File: src/rtl/k_and_s_pkg.sv
// Shared K-and-S types and constants used by the RAM arbiter.
package k_and_s_pkg;

  // Upper bound on the RAM read latency the arbiter can sequence.
  localparam int unsigned ARB_MAX_LAT = 4;
  localparam int unsigned ARB_LAT_W   = $clog2(ARB_MAX_LAT + 1);

  typedef enum logic [1:0] {
    ARB_IDLE,
    ARB_GRANT,
    ARB_WAIT
  } arb_state_t;

  typedef enum logic {
    OWN_CORE,
    OWN_LOADER
  } owner_t;

endpackage

File: src/rtl/arb_lat_counter.sv
// Loadable down-counter with zero flag; times the WAIT phase of the arbiter.
module arb_lat_counter #(
  parameter int unsigned W = 3
) (
  input  logic         clk,
  input  logic         rst_n,
  input  logic         load_i,
  input  logic [W-1:0] load_val_i,
  input  logic         dec_i,
  output logic [W-1:0] count_o,
  output logic         zero_o
);

  logic [W-1:0] cnt_q, cnt_d;

  // Load has priority over decrement; the count saturates at zero.
  always_comb begin
    cnt_d = cnt_q;
    if (load_i) begin
      cnt_d = load_val_i;
    end else if (dec_i && (cnt_q != '0)) begin
      cnt_d = cnt_q - W'(1);
    end
  end

  // Counter register with synchronous active-low reset.
  always_ff @(posedge clk) begin
    if (!rst_n) begin
      cnt_q <= '0;
    end else begin
      cnt_q <= cnt_d;
    end
  end

  assign count_o = cnt_q;
  assign zero_o  = (cnt_q == '0);

endmodule

File: src/rtl/ram_arbiter.sv
// Two-port arbiter for the shared K-and-S program/data RAM (core C, loader L).
// Access sequence: IDLE -> GRANT (1 cycle, RAM write strobe) -> WAIT (RAM_LAT
// cycles, done pulse in the last one) -> IDLE.
// Build option: define KS_ARB_CORE_PRIO_EN for fixed core priority on ties;
// otherwise ties alternate round-robin.
module ram_arbiter
  import k_and_s_pkg::*;
#(
  parameter int unsigned ADDR_W  = 5,
  parameter int unsigned DATA_W  = 16,
  parameter int unsigned RAM_LAT = 1
) (
  input  logic              clk,
  input  logic              rst_n,
  input  logic              c_req,
  input  logic              c_we,
  input  logic [ADDR_W-1:0] c_addr,
  input  logic [DATA_W-1:0] c_wdata,
  output logic              c_gnt,
  output logic              c_done,
  input  logic              l_req,
  input  logic              l_we,
  input  logic [ADDR_W-1:0] l_addr,
  input  logic [DATA_W-1:0] l_wdata,
  output logic              l_gnt,
  output logic              l_done,
  input  logic              l_lock,
  output logic [DATA_W-1:0] rdata,
  output logic [ADDR_W-1:0] ram_addr,
  output logic              ram_we,
  output logic [DATA_W-1:0] ram_wdata,
  input  logic [DATA_W-1:0] ram_rdata
);

  if ((RAM_LAT < 1) || (RAM_LAT > ARB_MAX_LAT)) begin : g_bad_lat
    $error("ram_arbiter: RAM_LAT must be in 1..%0d", ARB_MAX_LAT);
  end

  localparam logic [ARB_LAT_W-1:0] LAT_LOAD = ARB_LAT_W'(RAM_LAT - 1);

  arb_state_t          state_q, state_d;
  owner_t              owner_q, owner_d;
  logic [ADDR_W-1:0]   addr_q, addr_d;
  logic [DATA_W-1:0]   wdata_q, wdata_d;
  logic [DATA_W-1:0]   rdata_q, rdata_d;
  logic                we_q, we_d;
  logic                ram_we_q, ram_we_d;
  logic                c_gnt_q, c_gnt_d, l_gnt_q, l_gnt_d;
  logic                c_done_q, c_done_d, l_done_q, l_done_d;
  logic                fin_d, fin_q;
  logic                c_elig, l_elig, pick_core;
  logic                lat_load, lat_dec, lat_zero;
  logic [ARB_LAT_W-1:0] lat_count;

  arb_lat_counter #(
    .W (ARB_LAT_W)
  ) u_lat (
    .clk        (clk),
    .rst_n      (rst_n),
    .load_i     (lat_load),
    .load_val_i (LAT_LOAD),
    .dec_i      (lat_dec),
    .count_o    (lat_count),
    .zero_o     (lat_zero)
  );

  // Eligibility and tie-break; owner_q doubles as last_owner for round-robin.
  always_comb begin
    c_elig = c_req & ~l_lock;
    l_elig = l_req;
`ifdef KS_ARB_CORE_PRIO_EN
    pick_core = c_elig;
`else
    pick_core = c_elig & (~l_elig | (owner_q == OWN_LOADER));
`endif
  end

  // Next-state, request latch and registered pulse generation.
  always_comb begin
    state_d  = state_q;
    owner_d  = owner_q;
    addr_d   = addr_q;
    wdata_d  = wdata_q;
    we_d     = we_q;
    ram_we_d = 1'b0;
    c_gnt_d  = 1'b0;
    l_gnt_d  = 1'b0;
    fin_d    = 1'b0;
    lat_load = 1'b0;
    lat_dec  = 1'b0;
    rdata_d  = rdata_q;
    if (fin_q && !we_q) begin
      rdata_d = ram_rdata;
    end
    unique case (state_q)
      ARB_IDLE: begin
        if (c_elig || l_elig) begin
          state_d = ARB_GRANT;
          if (pick_core) begin
            owner_d = OWN_CORE;
            addr_d  = c_addr;
            wdata_d = c_wdata;
            we_d    = c_we;
            c_gnt_d = 1'b1;
          end else begin
            owner_d = OWN_LOADER;
            addr_d  = l_addr;
            wdata_d = l_wdata;
            we_d    = l_we;
            l_gnt_d = 1'b1;
          end
          ram_we_d = we_d;
        end
      end
      ARB_GRANT: begin
        state_d  = ARB_WAIT;
        lat_load = 1'b1;
        fin_d    = (RAM_LAT == 1);
      end
      ARB_WAIT: begin
        if (lat_zero) begin
          state_d = ARB_IDLE;
        end else begin
          lat_dec = 1'b1;
          fin_d   = (lat_count == ARB_LAT_W'(1));
        end
      end
      default: state_d = ARB_IDLE;
    endcase
    c_done_d = fin_d & (owner_q == OWN_CORE);
    l_done_d = fin_d & (owner_q == OWN_LOADER);
  end

  // State and output registers; reset drops any in-flight access.
  always_ff @(posedge clk) begin
    if (!rst_n) begin
      state_q  <= ARB_IDLE;
      owner_q  <= OWN_LOADER;
      addr_q   <= '0;
      wdata_q  <= '0;
      rdata_q  <= '0;
      we_q     <= 1'b0;
      ram_we_q <= 1'b0;
      c_gnt_q  <= 1'b0;
      l_gnt_q  <= 1'b0;
      c_done_q <= 1'b0;
      l_done_q <= 1'b0;
      fin_q    <= 1'b0;
    end else begin
      state_q  <= state_d;
      owner_q  <= owner_d;
      addr_q   <= addr_d;
      wdata_q  <= wdata_d;
      rdata_q  <= rdata_d;
      we_q     <= we_d;
      ram_we_q <= ram_we_d;
      c_gnt_q  <= c_gnt_d;
      l_gnt_q  <= l_gnt_d;
      c_done_q <= c_done_d;
      l_done_q <= l_done_d;
      fin_q    <= fin_d;
    end
  end

  // RAM data lands in the done cycle itself, so a read forwards it there and
  // the register only supplies the held value between accesses.
  assign rdata     = (fin_q && !we_q) ? ram_rdata : rdata_q;
  assign c_gnt     = c_gnt_q;
  assign l_gnt     = l_gnt_q;
  assign c_done    = c_done_q;
  assign l_done    = l_done_q;
  assign ram_addr  = addr_q;
  assign ram_we    = ram_we_q;
  assign ram_wdata = wdata_q;

endmodule
File: config.mk
export PLATFORM = sky130hd
export DESIGN_NAME = ram_arbiter
export DESIGN_NICKNAME = d
export VERILOG_FILES = /design/src/rtl/k_and_s_pkg.sv /design/src/rtl/arb_lat_counter.sv /design/src/rtl/ram_arbiter.sv
export SDC_FILE = /design/constraint.sdc
export NUM_CORES = 1
export LEC_CHECK = 0
export ABC_AREA = 1
export BUFFER_PORTS_ARGS = -buffer_cell sky130_fd_sc_hd__buf_2
export CAP_MARGIN = 20
export CORE_ASPECT_RATIO = 1.25
export CORE_MARGIN = 3
export CORE_UTILIZATION = 50
export DETAILED_ROUTE_END_ITERATION = 7
export PLACE_DENSITY = 0.84
export SLEW_MARGIN = 0
export SYNTH_ARGS = -nofsm -noshare
export SYNTH_HDL_FRONTEND = slang
export SYNTH_SLANG_ARGS = --single-unit
File: constraint.sdc
create_clock -name clk -period 1.9 [get_ports clk]
set_input_delay 0.285 -clock clk [delete_from_list [all_inputs] [get_ports clk]]
set_output_delay 0.285 -clock clk [all_outputs]
set_load 0.05 [all_outputs]
# Word level (Yosys, flattened, before mapping)
# Cells that the tools add are included.
# word_totals
register_bits,50
input_bits,65
output_inout_bits,42
word_cells,53
# classes
n_addsub,1
n_eq_ne,5
n_mux,14
bitwise_logic,9
n_reduce_logical,11
# op_table
op,count
2-to-1 mux 16 bit,2
2-to-1 mux 1 bit,7
case mux 2 bit (3 select lines),1
2-to-1 mux 5 bit,1
bitwise AND 1 bit,4
2-to-1 mux 2 bit,2
"!= test 2 bit, second input constant",2
inverter 1 bit,4
AND reduction 2 bit,2
"equality test 3 x 1 -> 1 bit, second input constant",1
logical NOT 3 bit,1
AND reduction 3 bit,1
nonzero test 3 bit,1
"subtractor 3 x 1 -> 3 bit, second input constant",1
"equality test 2 x 1 -> 1 bit, second input constant",1
"equality test 2 bit, second input constant",1
logical AND 1 bit,2
logical NOT 2 bit,1
case mux 1 bit (2 select lines),1
OR reduction 2 bit,1
logical NOT 1 bit,1
logical OR 1 bit,1
bitwise OR 1 bit,1

# Logic depth before layout (Yosys ltp)
# Gate-level depths: netlist of run 1.
# depth
ltp_word,5
mapped_depth,8
ltp_nobuf,7

# Modules after synthesis
# Synthesis of run 1 repeated with hierarchy kept, for this count alone.
# hier_totals
cells_unflattened,362
hier_area_um2,2427.3
# by_module_without_submodules
mod,n_inst,cells_each,area_per_inst_um2,seq_area_each_um2
ram_arbiter,1,329,2229.6,940.9
arb_lat_counter,1,33,197.7,60.1

# Worst setup path before layout of run 1
# Ideal clock, no wire load.
# synth_path
path_kind,flip-flop to output port
from,reg we_q
to,out rdata[0]
t_arrival_ns,1.106
required_time_ns,1.615
setup_slack_ns,0.509
path_stages_with_launch,6
path_buffers,1
cell_sequence,dfxtp_1 > inv_1 > nand2_1 > clkbuf_1 > o21ai_0 > inv_1
# synth_via
elab_chain_len,3
# synth_lines
item,line_no,text
from (decl),ram_arbiter.sv:46,"logic we_q, we_d;"
from (signal assigned),ram_arbiter.sv:155,we_q <= we_d;
logical NOT 1 bit,ram_arbiter.sv:167,assign rdata = (fin_q && !we_q) ? ram_rdata : rdata_q;
logical AND 1 bit,ram_arbiter.sv:167,
2-to-1 mux 16 bit,n/a,
to (decl),ram_arbiter.sv:28,"output logic [DATA_W-1:0] rdata,"
# No other way between the ends.

# Worst setup path in the final report of run 1
# layout_path
from,reg we_q
to,out rdata[6]
# The elaborated chain is that of the path after synthesis.

==> results of run 1 <==
==> flip-flops by register name (all words and copies together), names as in the netlist <==
| register | count |
|---|---|
| ram_wdata | 16 |
| state_q | 2 |
| l_done | 1 |
| owner_q | 1 |
| c_gnt | 1 |
| c_done | 1 |
| ram_addr | 5 |
| fin_q | 1 |
| we_q | 1 |
| u_lat.count_o | 3 |
| rdata_q | 16 |
| l_gnt | 1 |
| ram_we | 1 |
==> final timing paths <==
check,from,endpoint,slack (ps),cells past startpoint
max reg2reg,owner_q,we_q,330,6
max,we_q,rdata[6],210,7
min reg2reg,ram_addr[0],ram_addr[0],440,2
min,ram_rdata[12],rdata_q[12],280,3
==> Yosys cell counts <==
library cell,instances,share of area
o21ai_0,18,0.038
buf_1,2,0.0032
inv_1,65,0.10
a21boi_4,1,0.0080
buf_2,9,0.019
o21ai_1,1,0.0021
nor2_1,22,0.035
clkbuf_1,2,0.0032
nor2_4,1,0.0048
nand2_1,97,0.15
dfxtp_1,50,0.43
a21boi_0,1,0.0032
ha_1,7,0.037
a21oi_1,15,0.032
nor3_1,2,0.0043
nand3_1,47,0.10
a211oi_1,1,0.0032
buf_6,1,0.0048
nand2_2,1,0.0027
buf_4,3,0.0096
inv_2,4,0.0064
==> power by group through the flow <==
stage	Clock (µW)	Combinational, µW	Sequential (µW)
CTS	640	843	1170
detailed placement	0	839	1200
finish	619	841	1170
global placement	0	829	1190
floorplan	0	436	1390
global route	681	920	1180
==> critical path, cell delays in order, from the launching register on <==
cell	delay (ps)
dfxtp_1	330
inv_1	40
nand2_1	60
buf_6	200
nand2_1	80
o21ai_0	120
inv_1	60
buf_2	210
==> metal layers <==
metal	part of all wire	global-route usage	vias to the layer above
li1	-	-	1257
met1	0.41	0.235	1092
met2	0.51	0.368	75
met3	0.065	0.0487	5
met4	0.011	0.0548	0
met5	0	0	-
==> logic make-up (layout without fill, tap and decap cells) <==
| group | after synthesis | after routing | share of synthesized area |
|---|---|---|---|
| AOI/OAI and AO/OA | 37 | 37 | 0.0866 |
| adders and majority gates | 7 | 7 | 0.0372 |
| buffers and inverters | 86 | 188 | 0.150 |
| DFF | 50 | 50 | 0.425 |
| and+or+nand+nor | 170 | 170 | 0.301 |
==> metrics by stage <==
stage / cells / setup slack, ps
finish: 510 / 212
global route: 510 / 52.0
CTS: 510 / 118
detailed placement: 502 / 291
global placement: 502 / 424
floorplan: 350 / 509
==> final cells by class <==
class | count | area [µm²] | share of cell area
repair buffers | 111 | 572 | 0.191
flip-flops and latches | 50 | 1000 | 0.334
clock inverters | 1 | 5.00 | 0.00167
clock buffers | 7 | 86.3 | 0.0288
multi-input cells | 214 | 1000 | 0.334
inverters | 69 | 259 | 0.0864
well taps | 58 | 72.6 | 0.0242
==> summary.md, run 1 <==
| Metric | Value |
|---|---|
| Initial antenna violation count | `0` |
| Cell count after synthesis | `350` |
| WL/cell | `around 11 µm` |
| Status | `completed` |
| Placer congestion estimate | `between 0.8 and 0.9` |
| Ant diodes | `0` |
| Core area | `about 4500 µm²` |
| Die width | `between 60 and 70 µm` |
| 1st-iter DRT viols | `roughly 220` |
| Final count of pins violating max slew | `0` |
| Critical Path Fanout Max | `32` |
| Internal Power | `around 1700 µW` |
| Least-Margin Pin Slew | `around 470 ps` |
| Hold_buf cts | `0` |
| Fin crit period | `1690 ps` |
| Fin crit share | `0.889` |
| Post-synthesis sequential area ratio | `0.425` |
| Post-Route WL | `around 5600 µm` |
| Critical Path AT | `around 1400 ps` |
| Area Growth Syn to Fin | `27.3%` |
| Flop and latch count out of synthesis | `50` |
| Startpoint types | `register` |
| Overall Global Routing Usage | `0.203` |
| Sink Count | `50` |
| Power per cell area | `slightly below 900 nW/µm²` |
| Share of cells above drive strength 1 | `0.277` |
| Maximum clock insertion buffer count | `2` |
| Worst IR Drop VDD | `between 0.5 and 0.6 mV` |
| Vias in the first global route | `about 2,000` |
| WP data required | `1620 ps` |
| Netlist cell types | `21` |
| Die area | `between 5000 and 6000 µm²` |
| Fillers | `between 300 and 400` |
| Total negative slack | `0 ps` |
| Post-DP HPWL | `approximately 4200 µm` |
| Combinational share of power | `0.320` |
| Port Buf Inserts | `~110` |
| Nets@finish | `523` |
| Core Util, Final | `0.672` |
| Most common cell after layout, fill and taps aside | `buf_2` |
| Worst hold-check path type | `in2reg` |
| Max Fclk | `about 590 MHz` |
| Clk_lat worst skew | `a little under 300 ps` |
| Post-Syn Area | `about 2400 µm²` |
| Unrepaired setup endpoints after global routing | `false` |
| Number of gates resized after CTS | `0` |
| Endpoint type of the worst setup path | `output pin` |
| DR vias | `2,429` |
| Vias/cell | `approximately 4.8` |
| Final ANT Viol Nets | `0` |
| Post-CTS Setup Bufs | `0` |
| Placed Area | `2900 µm²` |
| Hold slack | `about 280 ps` |
| First-pass GRT wire length | `approximately 8600 µm` |
| Clock buffer count from CTS | `5` |
| FP Rows | `27` |
| Pleak | `between 0.0015 and 0.002 µW` |
| Slew margin rel. | `0.683` |
| CTS tree | `done` |
| Total number of yosys warnings | `0` |
| Clock transition at path regs | `about 80 ps` |
| Clock root cell | `clkbuf_8` |
| Syn nets | `422` |
| Initial core utilization | `0.528` |
| CTS H-tree depth | `2` |
| Sw Ratio | `0.370` |
| Clk pwr share | `0.235` |
| Clk_skew | `approximately 4.8 ps` |
| Psw | `just under 1000 µW` |
| Most frequent cells in the layout | `106 x buf_2, 97 x nand2_1, 65 x inv_1` |
| DR pass1 iterations | `4` |
| Power after layout | `between 2000 and 3000 µW` |
| GRT overflow | `0` |
| Share of power burned in registers | `0.445` |
| Fin area | `around 3000 µm²` |
| Synth Area per Inst | `6.73 µm²` |
| Largest net degree at the start of global routing | `33` |
| I/O pins | `between 100 and 150` |
| Final setup violation count | `0` |
| Setup Crit Path Kind | `reg2out` |
| Die Ht | `about 83 µm` |
| Hold Fails Final Rpt | `0` |
| DRC | `0` |
| Max cap viols | `0` |
(Power assumes the default switching activity.)
==> inputs of run 2 (changes only) <==
Settings changed: CELL_PAD_IN_SITES_DETAIL_PLACEMENT set to 1, CELL_PAD_IN_SITES_GLOBAL_PLACEMENT set to 1, CORE_MARGIN 3 to 2, CORE_UTILIZATION 50 to 34, PLACE_DENSITY 0.84 to unset, PLACE_DENSITY_LB_ADDON set to 0.08.
==> run 2 against run 1 <==
Compared with the run above:
- via count is 0.74% higher
- critical path depth is 1 lower
- die area is 37% higher
- total power is 4.1% higher
==> summary.md, run 2 (same netlist as run 1, synthesis figures left out) <==
| Metric | Value |
|---|---|
| Initial antenna violation count | `0` |
| DRC | `0` |
| Die area | `7610 µm²` |
| 1st-iter DRT viols | `65` |
| Nets@finish | `524` |
| Core area | `between 6000 and 7000 µm²` |
| Sink Count | `50` |
| Worst hold-check path type | `in2reg` |
| CTS tree | `done` |
| Post-CTS Setup Bufs | `0` |
| Fillers | `940` |
| Placer congestion estimate | `between 0.7 and 0.8` |
| First-pass GRT wire length | `approximately 11,000 µm` |
| Total negative slack | `0 ps` |
| Post-Route WL | `between 6000 and 7000 µm` |
| Hold_buf cts | `0` |
| Core Util, Final | `0.460` |
| Final setup violation count | `0` |
| Maximum clock insertion buffer count | `2` |
| R2R depth | `7` |
| Hold Path Depth | `3` |
| Share of cells above drive strength 1 | `0.280` |
| RR Startpoint | `u_lat.count_o[0]` |
| Critical Path Fanout Max | `32` |
| Register-to-register setup slack | `~460 ps` |
| CTS H-tree depth | `2` |
| Hold Fails Final Rpt | `0` |
| Pleak | `roughly 0.0019 µW` |
| Final count of pins violating max slew | `0` |
| Clock root cell | `clkbuf_8` |
| FP Rows | `33` |
| Max cap viols | `0` |
| Worst path cell trace | `inv_1, nand2_1, buf_6, o21ai_0, inv_1, buf_2` |
| Critical Path Most Common Cell | `inv_1` |
| Area Growth Syn to Fin | `29.9%` |
| Worst IR Drop VDD | `0.410 mV` |
| Worst hold endpoint | `rdata_q[13]` |
| DR pass1 iterations | `4` |
| Vias/cell | `approximately 4.5` |
| Critical Path AT | `between 1000 and 1500 ps` |
| Most frequent cells in the layout | `106 x buf_2, 97 x nand2_1, 65 x inv_1` |
| Power per cell area | `about 900 nW/µm²` |
| DR vias | `2,447` |
| WL/cell | `11.9 µm` |
| Post-DP HPWL | `4860 µm` |
| Max stage delay cell, worst path | `dfxtp_1` |
| Most common cell after layout, fill and taps aside | `buf_2` |
| Status | `completed` |
| Largest net degree at the start of global routing | `33` |
| Unrepaired setup endpoints after global routing | `false` |
| Die width | `around 78 µm` |
| Port Buf Inserts | `~110` |
| Die Ht | `approximately 97 µm` |
| Max Fclk | `583 MHz` |
| Hold slack | `about 280 ps` |
| Vias in the first global route | `2,456` |
| Initial core utilization | `0.354` |
| Final ANT Viol Nets | `0` |
| Fin crit period | `~1700 ps` |
| Clock buffer count from CTS | `5` |
| Overall Global Routing Usage | `0.179` |
| Startpoint types | `register` |
| Placed Area | `2950 µm²` |
| GRT overflow | `0` |
| Slew margin rel. | `0.667` |
| Number of gates resized after CTS | `0` |
| Min-delay src | `ram_rdata[13]` |
| Clk_skew | `between 7 and 8 ps` |
| Clock transition at path regs | `roughly 90 ps` |
| I/O pins | `approximately 110` |
| Worst path max stage delay | `340 ps` |
| Least-Margin Pin Slew | `499 ps` |
| Worst reg2reg path endpoint | `l_done` |
| Ant diodes | `0` |
| Fin area | `about 3000 µm²` |
| WP data required | `~1600 ps` |
| Fin crit share | `0.902` |
| Endpoint type of the worst setup path | `output pin` |
| Clk_lat worst skew | `300 ps` |
| Setup Crit Path Kind | `reg2out` |
==> run 2: cell count changes in the layout (fill, tap and decap cells not counted) <==
| cell | previous run | this run |
|---|---|---|
| clkinv_2 | 1 | 0 |
| clkbuf_1 | 1 | 0 |
| clkbuf_8 | 6 | 8 |
| buf_4 | 4 | 5 |
==> run 2: critical path, delay by kind of cell, from the launching register on <==
kind | cells | cell delay, ps
compound gates | 1 | 140
buf+inv | 4 | 590
flops | 1 | 340
simple gates | 1 | 60
==> run 2: layout make-up <==
type | count | area [µm²] | area share
Inverter | 69 | 259 | 0.0847
Sequential cell | 50 | 1000 | 0.327
Timing Repair Buffer | 112 | 579 | 0.189
Clock buffer | 8 | 110 | 0.0360
Tap cell | 87 | 109 | 0.0356
Multi-Input combinational cell | 214 | 1000 | 0.327
==> run 2: how the worst max path moves through the flow <==
stage / start / to / slack, ps / cells past startpoint
after floorplan: we_q / rdata[0] / 510 / 5
after global routing: we_q / rdata[11] / 20 / 7
final: we_q / rdata[11] / 190 / 6
after detailed placement: c_req / we_q / 330 / 7
after CTS: we_q / rdata[6] / 90 / 6
after global placement: l_lock / we_q / 380 / 6
==> run 2: metal layers <==
layer  up-vias  track usage  wire [µm]  share of wire
li1       1262            -          -              -
met1      1124        0.212       2640           0.41
met2        57        0.329       3360           0.52
met3         4       0.0308        331          0.052
met4         0       0.0445         67          0.010
met5         -            0          0              0
==> run 2: through the flow <==
step	cells	worst slack [ps]	power (µW)
floorplan	350	509	1820
global placement	532	384	2050
detailed placement	532	327	2060
CTS	540	89.4	2790
global route	540	22.7	2920
finish	540	185	2740
==> run 2: where the power goes <==
group / switching (µW) / leakage [µW] / internal [µW] / total, µW
combinational: 619 / 0.00141 / 235 / 854
sequential: 40.8 / 0.000408 / 1130 / 1180
clock: 344 / 0.0000575 / 368 / 712
